$ cat src/rtl/temp_a_ctrl.sv
// temp_a_ctrl: sequencing controller for the Temp_A coefficient staging buffer.
// One frame is a fill of 2*DEPTH words alternating between half 0 and half 1,
// then DEPTH consumer pops at the selected coefficient width, then DEPTH
// discard pops of the unused-width FIFO pair. After the flush, both pairs are
// empty for the next frame.
//
// Ports:
//   clk, rst          clock; synchronous active-high reset (also the FIFOs' srst)
//   start, mode       begin a frame (sampled only in IDLE); width select latched at start
//   in_valid/in_ready upstream word handshake (in_ready = controller in FILL)
//   out_ready         consumer permits a pop this cycle
//   t_wr_flag/t_wr_half  buffer write strobe and half select (same cycle as in_valid)
//   t_rd_flag/t_choose   buffer read strobe and width select
//   out_valid         buffer dout_1..dout_4 hold a valid quad (one cycle after the pop)
//   busy, done        frame in progress; one-cycle end-of-frame pulse
module temp_a_ctrl #(
    parameter int unsigned DEPTH = 64,
    parameter int unsigned CW    = $clog2(2 * DEPTH) + 1
) (
    input  logic clk,
    input  logic rst,
    input  logic start,
    input  logic mode,
    input  logic in_valid,
    output logic in_ready,
    input  logic out_ready,
    output logic t_wr_flag,
    output logic t_wr_half,
    output logic t_rd_flag,
    output logic t_choose,
    output logic out_valid,
    output logic busy,
    output logic done
);

    localparam logic [CW-1:0] WR_LAST = CW'(2 * DEPTH - 1);
    localparam logic [CW-1:0] RD_LAST = CW'(DEPTH - 1);

    typedef enum logic [2:0] {
        S_IDLE  = 3'd0,
        S_FILL  = 3'd1,
        S_DRAIN = 3'd2,
        S_FLUSH = 3'd3,
        S_FIN   = 3'd4
    } state_e;

    state_e        state_q,     state_d;
    logic [CW-1:0] wr_cnt_q,    wr_cnt_d;
    logic [CW-1:0] rd_cnt_q,    rd_cnt_d;
    logic          mode_q,      mode_d;
    // Set once the flush idle cycle has elapsed, so the last drain quad is
    // presented while t_choose still selects the drained width.
    logic          flush_go_q,  flush_go_d;
    logic          out_valid_q, out_valid_d;

    // State and counter registers
    always_ff @(posedge clk) begin
        if (rst) begin
            state_q     <= S_IDLE;
            wr_cnt_q    <= '0;
            rd_cnt_q    <= '0;
            mode_q      <= 1'b0;
            flush_go_q  <= 1'b0;
            out_valid_q <= 1'b0;
        end else begin
            state_q     <= state_d;
            wr_cnt_q    <= wr_cnt_d;
            rd_cnt_q    <= rd_cnt_d;
            mode_q      <= mode_d;
            flush_go_q  <= flush_go_d;
            out_valid_q <= out_valid_d;
        end
    end

    // Next-state and strobe decode
    always_comb begin
        state_d     = state_q;
        wr_cnt_d    = wr_cnt_q;
        rd_cnt_d    = rd_cnt_q;
        mode_d      = mode_q;
        flush_go_d  = flush_go_q;
        out_valid_d = 1'b0;
        in_ready    = 1'b0;
        t_wr_flag   = 1'b0;
        t_wr_half   = 1'b0;
        t_rd_flag   = 1'b0;
        t_choose    = 1'b0;
        done        = 1'b0;

        case (state_q)
            S_IDLE: begin
                if (start) begin
                    mode_d   = mode;
                    wr_cnt_d = '0;
                    rd_cnt_d = '0;
                    state_d  = S_FILL;
                end
            end

            S_FILL: begin
                in_ready  = 1'b1;
                t_choose  = mode_q;
                t_wr_flag = in_valid;
                t_wr_half = wr_cnt_q[0];
                if (in_valid) begin
                    if (wr_cnt_q == WR_LAST) begin
                        wr_cnt_d = '0;
                        state_d  = S_DRAIN;
                    end else begin
                        wr_cnt_d = wr_cnt_q + CW'(1);
                    end
                end
            end

            S_DRAIN: begin
                t_choose    = mode_q;
                t_rd_flag   = out_ready && (rd_cnt_q <= RD_LAST);
                out_valid_d = t_rd_flag;
                if (t_rd_flag) begin
                    if (rd_cnt_q == RD_LAST) begin
                        rd_cnt_d   = '0;
                        flush_go_d = 1'b0;
                        state_d    = S_FLUSH;
                    end else begin
                        rd_cnt_d = rd_cnt_q + CW'(1);
                    end
                end
            end

            S_FLUSH: begin
                if (!flush_go_q) begin
                    t_choose   = mode_q;
                    flush_go_d = 1'b1;
                end else begin
                    t_choose  = ~mode_q;
                    t_rd_flag = 1'b1;
                    if (rd_cnt_q == RD_LAST) begin
                        rd_cnt_d = '0;
                        state_d  = S_FIN;
                    end else begin
                        rd_cnt_d = rd_cnt_q + CW'(1);
                    end
                end
            end

            S_FIN: begin
                done    = 1'b1;
                state_d = S_IDLE;
            end

            default: state_d = S_IDLE;
        endcase
    end

    assign out_valid = out_valid_q;
    assign busy      = (state_q != S_IDLE);

endmodule

$ cat config.mk
export PLATFORM = sky130hd
export DESIGN_NAME = temp_a_ctrl
export DESIGN_NICKNAME = d
export VERILOG_FILES = /design/src/rtl/temp_a_ctrl.sv
export SDC_FILE = /design/constraint.sdc
export NUM_CORES = 1
export LEC_CHECK = 0
export CORE_ASPECT_RATIO = 2
export CORE_MARGIN = 5
export CORE_UTILIZATION = 30
export DETAILED_ROUTE_END_ITERATION = 7
export DONT_BUFFER_PORTS = 1
export PLACE_DENSITY = 0.5
export SLEW_MARGIN = 25
export SYNTH_ARGS = -nofsm -noshare
export SYNTH_HDL_FRONTEND = slang
export SYNTH_SLANG_ARGS = --single-unit
$ cat constraint.sdc
create_clock -name clk -period 3.9 [get_ports clk]
set_input_delay 0.39 -clock clk [delete_from_list [all_inputs] [get_ports clk]]
set_output_delay 0.39 -clock clk [all_outputs]
set_load 0.01 [all_outputs]
==> results.ini <==
[placed_design]
post-place-ws_ps=1810
dp_hpwl_um=2350
placed_cells=194
gp_congestion=0.790
port_buffers=0
dpl-instance-area_um2=1280

[synth]
syn_inst=151
ys_warn_count=0
syn_area_um2=1270
synth_cell_type_count=48
ys_ff_latch=22
ys.flop_type=dfxtp_1
synthArstFlopShare=0
synth_nets=159
avgSynthCellArea_um2=8.42
synth_seq_area_share=0.346
synth-edff-count=0

[floorplan]
pin_count=14
die_h_um=102
die_x_um=56.0
coreArea_um2=4090
die_area_um2=5720
row_count=33
initial_core_util=0.311

[sta]
slew_violations=0
period_minus_slack_ps=2100
setup_violations=0
fin_tns_setup_ps=0
slew_headroom=0.560
worst_slack_ps=1800
fin_skew_ps=2.82
period_share=0.538
hold_violations=0
rsz0062_at_grt=false
max_freq_ghz=0.477
worst_slew_pin_slew_ps=641

[clocking]
path_clk_slew_ps=80
cts_resized=0
postCtsSetupBuffers=0
cts_tree=yes
cts_buffers=3
htree_levels=1
cts_sinks=22
cts-root-buf=clkbuf_8
clk_latency_ps=260
hold_buffers=0
clock_path_buffers=2

[setup_path]
crit-reg2reg-launch=wr_cnt_q[0]
cp_slowest_cell=or4b_4
critPathTopFamily=simple AND/OR/NAND/NOR gates
rrSetupSlack_ps=1950
critPathKind=flop to primary output
critPathRequiredTime_ps=3510
cp_max_fo=12
cp-start-kind=flop
r2r_end=state_q[0]
reg2reg_depth=5
crit_chain=or4b_4, a21oi_1
cp.arrival_ps=1710
cp.buffers_inverters=0
cpPeakStageDelay_ps=610
crit_start=state_q[0]
crit_path_end_kind=primary output

[grt]
grt_pass1_wl_um=4880
grt_max_degree=19
grt.total_usage=0.110
grt_overflow=0
grt_pass1_vias=1072
antenna_found_initial=0

[final_layout]
finalInstanceArea_um2=1350
fin_util=0.329
layout_common_cells=dfxtp_1, nand2_1, nor2_1
area_growth_syn_to_layout_pct=5.81
antennaDiodeCount=0
layout.cells.non_filler=198
fill_cells=440
layout.nets=155
drive_above_1_share=0.0753
final_common_cell=dfxtp_1

[job]
max_cap_violations=0

[worst_hold_path]
min_path_cells=1
hp-start=rst
holdPathEnd=flush_go_q
hold_class=input pin to flop

[routing]
drtAntennaViolNets=0
num_vias=1064
wl_met2_um=1700
drtIter0Drc=22
dr_wl_met3_um=156
wl_per_cell_um=15.1
firstDrtPassIters=4
wl_met1_um=1060
dr.max_layer_used=met4
viasPerCell=5.37
drc_errors=0
wirelength_um=2990

[run_status]
outcome=finished clean

[power_and_ir_drop]
vdd_drop_max_uv=156
leakagePower_nw=0.444
powerDensity_nw_per_um2=321

[cell families (layout without fill, tap and decap cells)]
| group | Yosys count | after routing | share of synthesized area |
|---|---|---|---|
| buf+inv | 16 | 11 | 0.0610 |
| simple gates | 68 | 68 | 0.325 |
| compound gates | 33 | 33 | 0.176 |
| fa+ha+maj | 2 | 2 | 0.0197 |
| flops | 22 | 22 | 0.346 |
| xor+xnor | 7 | 7 | 0.0482 |
| mux | 3 | 3 | 0.0236 |
[synth_stat cells (4+ instances only)]
cell type	instances	area (µm²)
and3_1	5	31.3
dfxtp_1	22	440
o21ai_0	7	35.0
nand3_1	5	25.0
inv_1	7	26.3
nor2_1	11	41.3
buf_2	4	20.0
xnor2_1	7	61.3
nor3_1	8	40.0
a21oi_1	8	40.0
nand2_1	13	48.8
[sequential cells by signal, indices dropped and copies added (netlist names)]
signal      flops
mode_q          1
state_q         3
flush_go_q      1
wr_cnt_q        8
rd_cnt_q        8
out_valid       1
[power breakdown]
| group | switching [mW] | leakage (nW) | internal, mW | total (mW) |
|---|---|---|---|---|
| registers | 0.00611 | 0.178 | 0.227 | 0.233 |
| logic | 0.0192 | 0.238 | 0.0137 | 0.0329 |
| clock network | 0.0749 | 0.0288 | 0.0900 | 0.165 |
[layout make-up]
cell class	instances	area (µm²)	share of cell area
inverter	7	26.3	0.0195
clock buffer	4	55.1	0.0409
multi-input combinational	113	758	0.564
tap	52	65.1	0.0484
sequential	22	440	0.327
[how the worst max path moves through the flow]
stage,endpoint,depth (start not counted)
global placement,rd_cnt_q[4],4
global route,t_wr_flag,2
floorplan,t_rd_flag,3
detailed placement,rd_cnt_q[4],4
finish,t_rd_flag,2
CTS,t_wr_flag,2
[routing by layer]
metal,track usage,vias to the layer above
li1,-,539
met1,0.0951,497
met2,0.222,21
met3,0.0316,7
met4,0.0512,0
met5,0,-
[stage by stage]
step / hold WS, ps / total power, mW
2_1_floorplan: 458 / 0.269
5_1_grt: 168 / 0.458
4_1_cts: 180 / 0.437
6_report: 189 / 0.431
3_5_place_dp: 466 / 0.271
3_3_place_gp: 466 / 0.271
No activity file was read; power rests on OpenSTA's default activity.
